<file path="src/rtl/matrix_column_scanner_pkg.sv">
// Shared constants and types for the column-scanned LED matrix driver.
package matrix_column_scanner_pkg;

  typedef enum logic {
    S_BLANK,
    S_DWELL
  } scan_state_t;

  localparam logic [3:0] BLANK_CODE = 4'hF;

  // Active-low segment patterns, bit0 = a ... bit6 = g; codes 10-15 are dark.
  localparam logic [6:0] GLYPH_ROM [16] = '{
    7'b1000000, 7'b1111001, 7'b0100100, 7'b0110000,
    7'b0011001, 7'b0010010, 7'b0000010, 7'b1111000,
    7'b0000000, 7'b0010000, 7'b1111111, 7'b1111111,
    7'b1111111, 7'b1111111, 7'b1111111, 7'b1111111
  };

endpackage

</file>
<file path="src/rtl/matrix_column_scanner_glyph_lookup.sv">
// Combinational glyph code to active-low row pattern decoder.
module glyph_lookup
  import matrix_column_scanner_pkg::*;
(
  input  logic [3:0] code,
  output logic [6:0] pattern
);

  assign pattern = GLYPH_ROM[code];

endmodule

</file>
<file path="src/rtl/matrix_column_scanner.sv">
// Time-multiplexed column scanner with double-buffered glyph store, enable and blink gating.
module matrix_column_scanner
  import matrix_column_scanner_pkg::*;
#(
  parameter int unsigned COLUMN_SIZE   = 7,
  parameter int unsigned TOTAL_COLUMNS = 4,
  parameter int unsigned DWELL_CYCLES  = 50000,
  parameter int unsigned BLANK_CYCLES  = 500,
  parameter int unsigned BLINK_FRAMES  = 64
) (
  input  logic                         clk,
  input  logic                         reset,
  input  logic [4*TOTAL_COLUMNS-1:0]   frame_data,
  input  logic                         frame_valid,
  output logic                         frame_ready,
  input  logic                         enable,
  input  logic                         blink_enable,
  output logic [COLUMN_SIZE-1:0]       row_n,
  output logic [TOTAL_COLUMNS-1:0]     column_n,
  output logic                         frame_start
);

  localparam int unsigned MAX_PHASE = (DWELL_CYCLES > BLANK_CYCLES) ? DWELL_CYCLES : BLANK_CYCLES;
  localparam int unsigned CW   = (MAX_PHASE > 1) ? $clog2(MAX_PHASE) : 1;
  localparam int unsigned COLW = $clog2(TOTAL_COLUMNS);
  localparam int unsigned FW   = $clog2(2 * BLINK_FRAMES);
  localparam int unsigned GW   = (COLUMN_SIZE < 7) ? COLUMN_SIZE : 7;

  localparam logic [CW-1:0]   DWELL_LAST  = CW'(DWELL_CYCLES - 1);
  localparam logic [CW-1:0]   BLANK_LAST  = CW'(BLANK_CYCLES - 1);
  localparam logic [COLW-1:0] COL_LAST    = COLW'(TOTAL_COLUMNS - 1);
  localparam logic [FW-1:0]   FRAME_LAST  = FW'(2 * BLINK_FRAMES - 1);
  localparam logic [FW-1:0]   BLINK_START = FW'(BLINK_FRAMES);

  scan_state_t                state;
  logic [CW-1:0]              cnt;
  logic [COLW-1:0]            col;
  logic [FW-1:0]              frame_cnt;
  logic [4*TOTAL_COLUMNS-1:0] active;
  logic [4*TOTAL_COLUMNS-1:0] shadow;
  logic                       pending;

  logic       boundary;
  logic       accept;
  logic       lit;
  logic [3:0] active_code;
  logic [6:0] glyph;

  // Last DWELL cycle of the last column: the next edge enters BLANK with col=0.
  assign boundary    = (state == S_DWELL) && (cnt == DWELL_LAST) && (col == COL_LAST);
  assign accept      = frame_valid && !pending;
  assign frame_ready = !pending;

  always_ff @(posedge clk) begin
    if (reset) begin
      state       <= S_BLANK;
      cnt         <= '0;
      col         <= '0;
      frame_cnt   <= '0;
      active      <= {TOTAL_COLUMNS{BLANK_CODE}};
      shadow      <= {TOTAL_COLUMNS{BLANK_CODE}};
      pending     <= 1'b0;
      frame_start <= 1'b1;
    end else begin
      frame_start <= boundary;

      case (state)
        S_BLANK: begin
          if (cnt == BLANK_LAST) begin
            cnt   <= '0;
            state <= S_DWELL;
          end else begin
            cnt <= cnt + CW'(1);
          end
        end
        S_DWELL: begin
          if (cnt == DWELL_LAST) begin
            cnt   <= '0;
            state <= S_BLANK;
            col   <= (col == COL_LAST) ? '0 : col + COLW'(1);
          end else begin
            cnt <= cnt + CW'(1);
          end
        end
        default: state <= S_BLANK;
      endcase

      if (boundary) begin
        frame_cnt <= (frame_cnt == FRAME_LAST) ? '0 : frame_cnt + FW'(1);
      end

      // Swap and accept are exclusive: an accept needs pending=0, a swap needs pending=1.
      if (boundary && pending) begin
        active  <= shadow;
        pending <= 1'b0;
      end else if (accept) begin
        shadow  <= frame_data;
        pending <= 1'b1;
      end
    end
  end

  assign active_code = active[4*col +: 4];

  glyph_lookup u_glyph_lookup (
    .code    (active_code),
    .pattern (glyph)
  );

  assign lit = (state == S_DWELL) && enable && !(blink_enable && (frame_cnt >= BLINK_START));

  always_comb begin
    column_n = '1;
    row_n    = '1;
    if (lit) begin
      column_n[col]   = 1'b0;
      row_n[GW-1:0]   = glyph[GW-1:0];
    end
  end

endmodule

</file>
<file path="config.mk">
export PLATFORM = sky130hd
export DESIGN_NAME = matrix_column_scanner
export DESIGN_NICKNAME = d
export VERILOG_FILES = /design/src/rtl/matrix_column_scanner_pkg.sv /design/src/rtl/matrix_column_scanner_glyph_lookup.sv /design/src/rtl/matrix_column_scanner.sv
export SDC_FILE = /design/constraint.sdc
export NUM_CORES = 1
export LEC_CHECK = 0
export CAP_MARGIN = 20
export CORE_MARGIN = 3
export CORE_UTILIZATION = 55
export CTS_BUF_LIST = sky130_fd_sc_hd__clkbuf_16
export DETAILED_ROUTE_END_ITERATION = 6
export DONT_BUFFER_PORTS = 1
export HOLD_SLACK_MARGIN = 0.08
export PLACE_DENSITY = 0.7
export SLEW_MARGIN = 20
export SYNTH_ARGS = -nofsm -noshare
export SYNTH_HDL_FRONTEND = slang
export SYNTH_SLANG_ARGS = --single-unit
</file>
<file path="constraint.sdc">
create_clock -name clk -period 2.89 [get_ports clk]
set_input_delay 0.1445 -clock clk [delete_from_list [all_inputs] [get_ports clk]]
set_output_delay 0.1445 -clock clk [all_outputs]
set_load 0.005 [all_outputs]
</file>
======== After elaboration in Yosys (flattened, before gate mapping) ========
Memory sizes are Yosys's and may differ from the RTL's.
Index checks and enable logic that the tools add are counted.
word-level totals
  register bits ........................... 60
  output and inout bits ................... 13
  input bits .............................. 21
  memories ................................ 1
  word-level logic and storage cells ...... 52
  memory bits (read-only) ................. 112
operators by class
  shift operators ......................... 1
  add/subtract/negate cells ............... 3
  reductions and logical operators ........ 13
  magnitude comparators ................... 4
  bitwise logic cells ..................... 4
  equality and inequality tests ........... 4
  multiplexer cells ....................... 14
memories
  memory            words  bits a word  read ports  clocked after memory_dff  wr ports  line                                     text
  (name not given)  16     7            1           0                         0         matrix_column_scanner_glyph_lookup.sv:9  assign pattern = GLYPH_ROM[code];
operators by type and width
  kind                                                                   count
  16-bit 2-to-1 mux                                                      2
  16-bit case mux with 2 select lines                                    1
  7-bit 2-to-1 mux                                                       4
  16-bit by 1-bit adder with 16-bit output, second input constant        1
  16-bit == test, second input constant                                  1
  16-bit by 9-bit == test with 1-bit output, second input constant       1
  16-bit by 5-bit variable part select with 4-bit output                 1
  1-bit logical AND                                                      8
  7-bit by 1-bit adder with 7-bit output, second input constant          1
  7-bit == test, second input constant                                   1
  7-bit >= comparator, second input constant                             1
  5-bit >= comparator, second input constant                             1
  4-bit NOT with 5-bit output                                            1
  4-bit 2-to-1 mux                                                       1
  4-bit NOT                                                              1
  2-bit AND reduction                                                    2
  2-bit by 3-bit < comparator with 1-bit output, second input constant   1
  1-bit 2-to-1 mux                                                       3
  2-bit by 1-bit adder with 2-bit output, second input constant          1
  1-bit demux with 2-bit select                                          1
  2-bit == test, second input constant                                   1
  2-bit by 1-bit >= comparator with 1-bit output, second input constant  1
  1-bit zero test                                                        2
  2-bit 2-to-1 mux                                                       1
  other kinds (3)                                                        4

======== Longest topological paths before layout ========
  depth after elaboration ................. 6
  gate-level depth with buffers ........... 8
  gate-level depth less buffers ........... 7

======== By module ========
From an unflattened synthesis, not the netlist that was laid out.
unflattened totals
  cell total of the unflattened synthesis .. 336
  area total of the unflattened synthesis .. 3024.2 sq um
modules (own cells, without submodules)
  module                 cells each  area each (sq um)  seq. area each (sq um)  instances
  matrix_column_scanner  305         2824.0             1201.2                  1
  glyph_lookup           31          200.2              0.0                     1

======== Worst setup path before layout ========
OpenSTA, ideal clock, no wires.
  kind .................................... register -> register
  start ................................... register cnt[11]
  end ..................................... register frame_cnt[2]
  clock period less this slack ............ 2.158 ns
  stages on the path, launching flop included .. 6
  setup slack ............................. 0.732 ns
  library setup time ...................... 0.070 ns
  required time ........................... 2.820 ns
  arrival ................................. 2.088 ns
  buffers on the path ..................... 1
  path through ............................ dfxtp_1 or4_4 or4_1 buf_2 or4_1 a21oi_1
between the ends
  longest elaborated chain between the ends .. 3
RTL lines
  element                         line                         text
  start, declared                 matrix_column_scanner.sv:36  logic [CW-1:0] cnt;
  start signal, assigned          matrix_column_scanner.sv:73  cnt <= cnt + CW'(1);
  start signal, assigned          matrix_column_scanner.sv:82  cnt <= cnt + CW'(1);
  16-bit == test                  matrix_column_scanner.sv:50  assign boundary = (state == S_DWELL) && (cnt == DWELL_LAST) && (col == COL_LAST);
  1-bit logical AND (2 in a row)  matrix_column_scanner.sv:50
  end signal, assigned            matrix_column_scanner.sv:89  frame_cnt <= (frame_cnt == FRAME_LAST) ? '0 : frame_cnt + FW'(1);
  end, declared                   matrix_column_scanner.sv:38  logic [FW-1:0] frame_cnt;
No other way between the ends.
A chain may end at the register's enable or synchronous reset.

======== Worst setup path after layout ========
  start ................................... register col[0]
  end ..................................... output port row_n[3]
between the ends
  longest elaborated chain between the ends .. 6
RTL lines
  element                                                 line                                     text
  start, declared                                         matrix_column_scanner.sv:37              logic [COLW-1:0] col;
  start signal, assigned                                  matrix_column_scanner.sv:80              col <= (col == COL_LAST) ? '0 : col + COLW'(1);
  16-bit by 5-bit variable part select with 4-bit output  matrix_column_scanner.sv:103             assign active_code = active[4*col +: 4];
  4-bit NOT with 5-bit output (not written as such)       matrix_column_scanner_glyph_lookup.sv:9
  memory 16 x 7 bit                                       --
  7-bit 2-to-1 mux (not written as such) (2 in a row)     matrix_column_scanner_glyph_lookup.sv:9
  7-bit 2-to-1 mux                                        matrix_column_scanner.sv:115             if (lit) begin
  end, declared                                           matrix_column_scanner.sv:18              output logic [COLUMN_SIZE-1:0] row_n,
No other way between the ends. The select of a mux whose other input is x is not followed.

==> summary.md <==
| Metric | Value |
|---|---|
| Starting Density | `59.24%` |
| Flops & latches, synth | `60` |
| VDD IR-drop max | `0.4662 mV` |
| Synth Flop Type | `dfxtp_1` |
| Ranking of synthesized cells by area | `dfxtp_1 41%, mux2i_1 6.2%, and4_1 5.7%` |
| Detailed Routing Iterations Pass 1 | `4` |
| Synth warnings | `0` |
| Overall power | `2.034 mW` |
| Fin Clk Skew | `8.679 ps` |
| RSZ-0062 raised after global routing | `no` |
| Cell Pwr Density | `591.1 nW/um^2` |
| Largest net degree at the start of global routing | `36` |
| DP Cell Count | `360` |
| PortBufs | `0` |
| Row count | `25` |
| Net Count, Synth | `roughly 340` |
| Family with the most delay on the worst path | `multiplexers` |
| Syn_area_per_cell | `9.414 sq um` |
| Fin nets | `354` |
| Gpl congestion | `0.8420` |
| Antenna violations before repair | `0` |
| Fin crit share | `82.80%` |
| GRT Total Usage | `approximately 23%` |
| Die Ht | `78.96 microns` |
| CTS max path bufs | `2` |
| Root Buffer | `clkbuf_16` |
| Max-slew violation count | `0` |
| CTS clk-pin slew, worst paths | `around 50 ps` |
| Synthesized area | `just under 3000 sq um` |
| FF/Latch Area | `between 1000 and 1500 sq um` |
| Fill cells | `approximately 400` |
| Chip width | `78.96 microns` |
| Worst-Skew Late Latency | `320 ps` |
| Yosys top cell by area | `dfxtp_1` |
| N_diodes | `0` |
| DR vias/cell | `about 6` |
| Relative slew slack | `30.76%` |
| Vias in the first global route | `2268` |
| IO Pins | `34` |
| Residual DRC | `0` |
| Final setup fails | `0` |
| Clock sink count | `60` |
| CP arrival | `roughly 2300 ps` |
| CP Buf/Inv Count | `1` |
| Post-CTS sizing | `0` |
| Commonest cells post-synth | `60 x dfxtp_1, 32 x nand2_1, 19 x and4_1, 19 x clkbuf_1, 18 x mux2i_1` |
| Grt total ovfl | `0` |
| HP Class | `in2reg` |
| Initial DRC count | `147` |
| Final min period | `2393 ps` |
| Cell variety after synth | `42` |
| First-pass GRT wire length | `11100 microns` |
| Critical Path Fanout Max | `8` |
| Post-DP HPWL | `4247 microns` |
| Count leader, synth | `dfxtp_1` |
| Setup TNS | `0 ps` |
| CP max stage delay | `around 630 ps` |
| H-tree depth | `3` |
| Area share of the largest cell type after synthesis | `41.03%` |
| WP data required | `2750 ps` |
| Status | `finished clean` |
| Share of post-route cells with drive strength above 1 | `7.975%` |
| Core Box Area | `4942 sq um` |
| Non-Filler Instances | `393` |
| Total Wirelength | `roughly 6500 microns` |
| EDFF count, synth | `0` |
| Worst-margin pin slew | `a little over 1000 ps` |
| Via count | `2359` |
| Multi-input logic area | `1603 sq um` |
| Post-synthesis sequential area ratio | `41.03%` |
| Hold Buf Count CTS | `18` |
| Endpoint class of the critical path | `primary output` |
| CTS tree | `built` |
| Synth async-reset ratio | `0%` |
| Crit path top cell by count | `o21ai_0` |
| Critical path class | `reg2out` |
| P_leak | `1.241 nW` |
| Synth Instances | `311` |
| Area Growth Syn to Fin | `17.56%` |
| Final Hold Violating Endpoints | `0` |
| Final ANT Viol Nets | `0` |
| Total setup buffers inserted after CTS | `0` |
| Die footprint | `6235 sq um` |
| Fmax | `417.9 MHz` |
| CTS Buf Count | `9` |
| WL per Instance | `16.53 microns` |
| CP cell instances | `mux4_2, inv_1, ha_1, nand2_1, o21ai_0, o21ai_0` |
| CP max-delay cell | `mux4_2` |
| Worst setup SP type | `flip-flop` |
| Max-cap violation count | `0` |
-- worst paths after layout --
path	slack (ps)	endpoint	cells after the start	start
hold / removal	150	frame_cnt[5]$_SDFFE_PP0P_	4	reset
setup reg to reg	570	frame_cnt[2]$_SDFFE_PP0P_	4	cnt[11]$_SDFF_PP0_
hold reg to reg	460	active[12]$_SDFFE_PP1P_	1	active[12]$_SDFFE_PP1P_
setup / recovery	500	row_n[3]	6	col[0]$_SDFFE_PP0P_
-- layout make-up --
cell class / instances / area share [%]
clock buffers: 9 / 6.543
clock inverters: 6 / 2.363
inverters: 12 / 1.309
multi-input cells: 218 / 46.56
flip-flops and latches: 60 / 34.90
well taps: 67 / 2.435
repair buffers: 21 / 5.889
-- cells by family (layout without fill, tap and decap cells) --
| group | Yosys count | count (layout) | synth area share, % |
|---|---|---|---|
| adder cells (fa/ha/maj) | 11 | 11 | 4.701 |
| buffers and inverters | 33 | 48 | 4.316 |
| flip-flops | 60 | 60 | 41.03 |
| XOR/XNOR | 12 | 12 | 3.590 |
| AND/OR/NAND/NOR | 121 | 121 | 24.79 |
| AO/OA/AOI/OAI | 51 | 51 | 11.97 |
| multiplexers | 23 | 23 | 9.615 |
-- power by group --
group          internal [mW]  total, mW  leakage [nW]  switching [mW]
Sequential             0.848      0.865         0.488          0.0169
Combinational         0.0399     0.0778         0.598          0.0379
Clock                  0.742       1.09         0.154           0.350
-- tightest hold or removal path, cell delays in order --
cell and delay (ps):
nor2_1 20, nand4_1 70, or4_1 100, o211ai_1 80
-- flip-flops by register name, summed over array words and instances, names as in the netlist --
register     count
active          16
cnt             16
col              2
frame_cnt        7
frame_start      1
pending          1
shadow          16
state            1
-- per-layer routing --
metal / global-route usage, % / wire, microns / share of wire [%]
met1: 30.64 / 3138 / 48
met3: 6.009 / 296 / 4.6
met4: 8.419 / 51 / 0.79
met2: 35.19 / 3008 / 46
met5: 0 / 0 / 0
-- cells in the final DEF (no fill, tap or decap), types with 2 or more instances in the layout --
cell / n
a211oi_1: 2
a41oi_1: 2
bufinv_16: 2
and4_1: 19
nor4_1: 4
nor2_1: 4
and3_1: 5
xnor2_1: 6
ha_1: 11
a211o_1: 16
xor2_1: 6
clkinv_1: 2
nor3_1: 16
dlygate4sd3_1: 18
nand4_1: 9
inv_1: 12
o31ai_1: 3
mux4_2: 4
nand2b_1: 2
dfxtp_1: 60
nor3b_1: 3
or4_1: 3
buf_4: 3
nand2_1: 32
nand4b_1: 2
a21oi_1: 10
o21ai_0: 14
clkbuf_16: 9
or3_1: 2
nand3_1: 11
mux2i_1: 18
-- through the flow --
stage	area [sq um]	hold WS (ps)	setup slack [ps]	utilization, %
2_1_floorplan	2928	272.5	731.9	-
3_3_place_gp	2955	217.5	650.8	59.80
3_5_place_dp	2955	220.1	620.6	59.80
4_1_cts	3442	142.3	445.4	69.65
5_1_grt	3442	175.2	344.1	69.65
6_report	3442	148.1	497.1	69.65
Note: power is estimated with default switching activity, not from simulation.
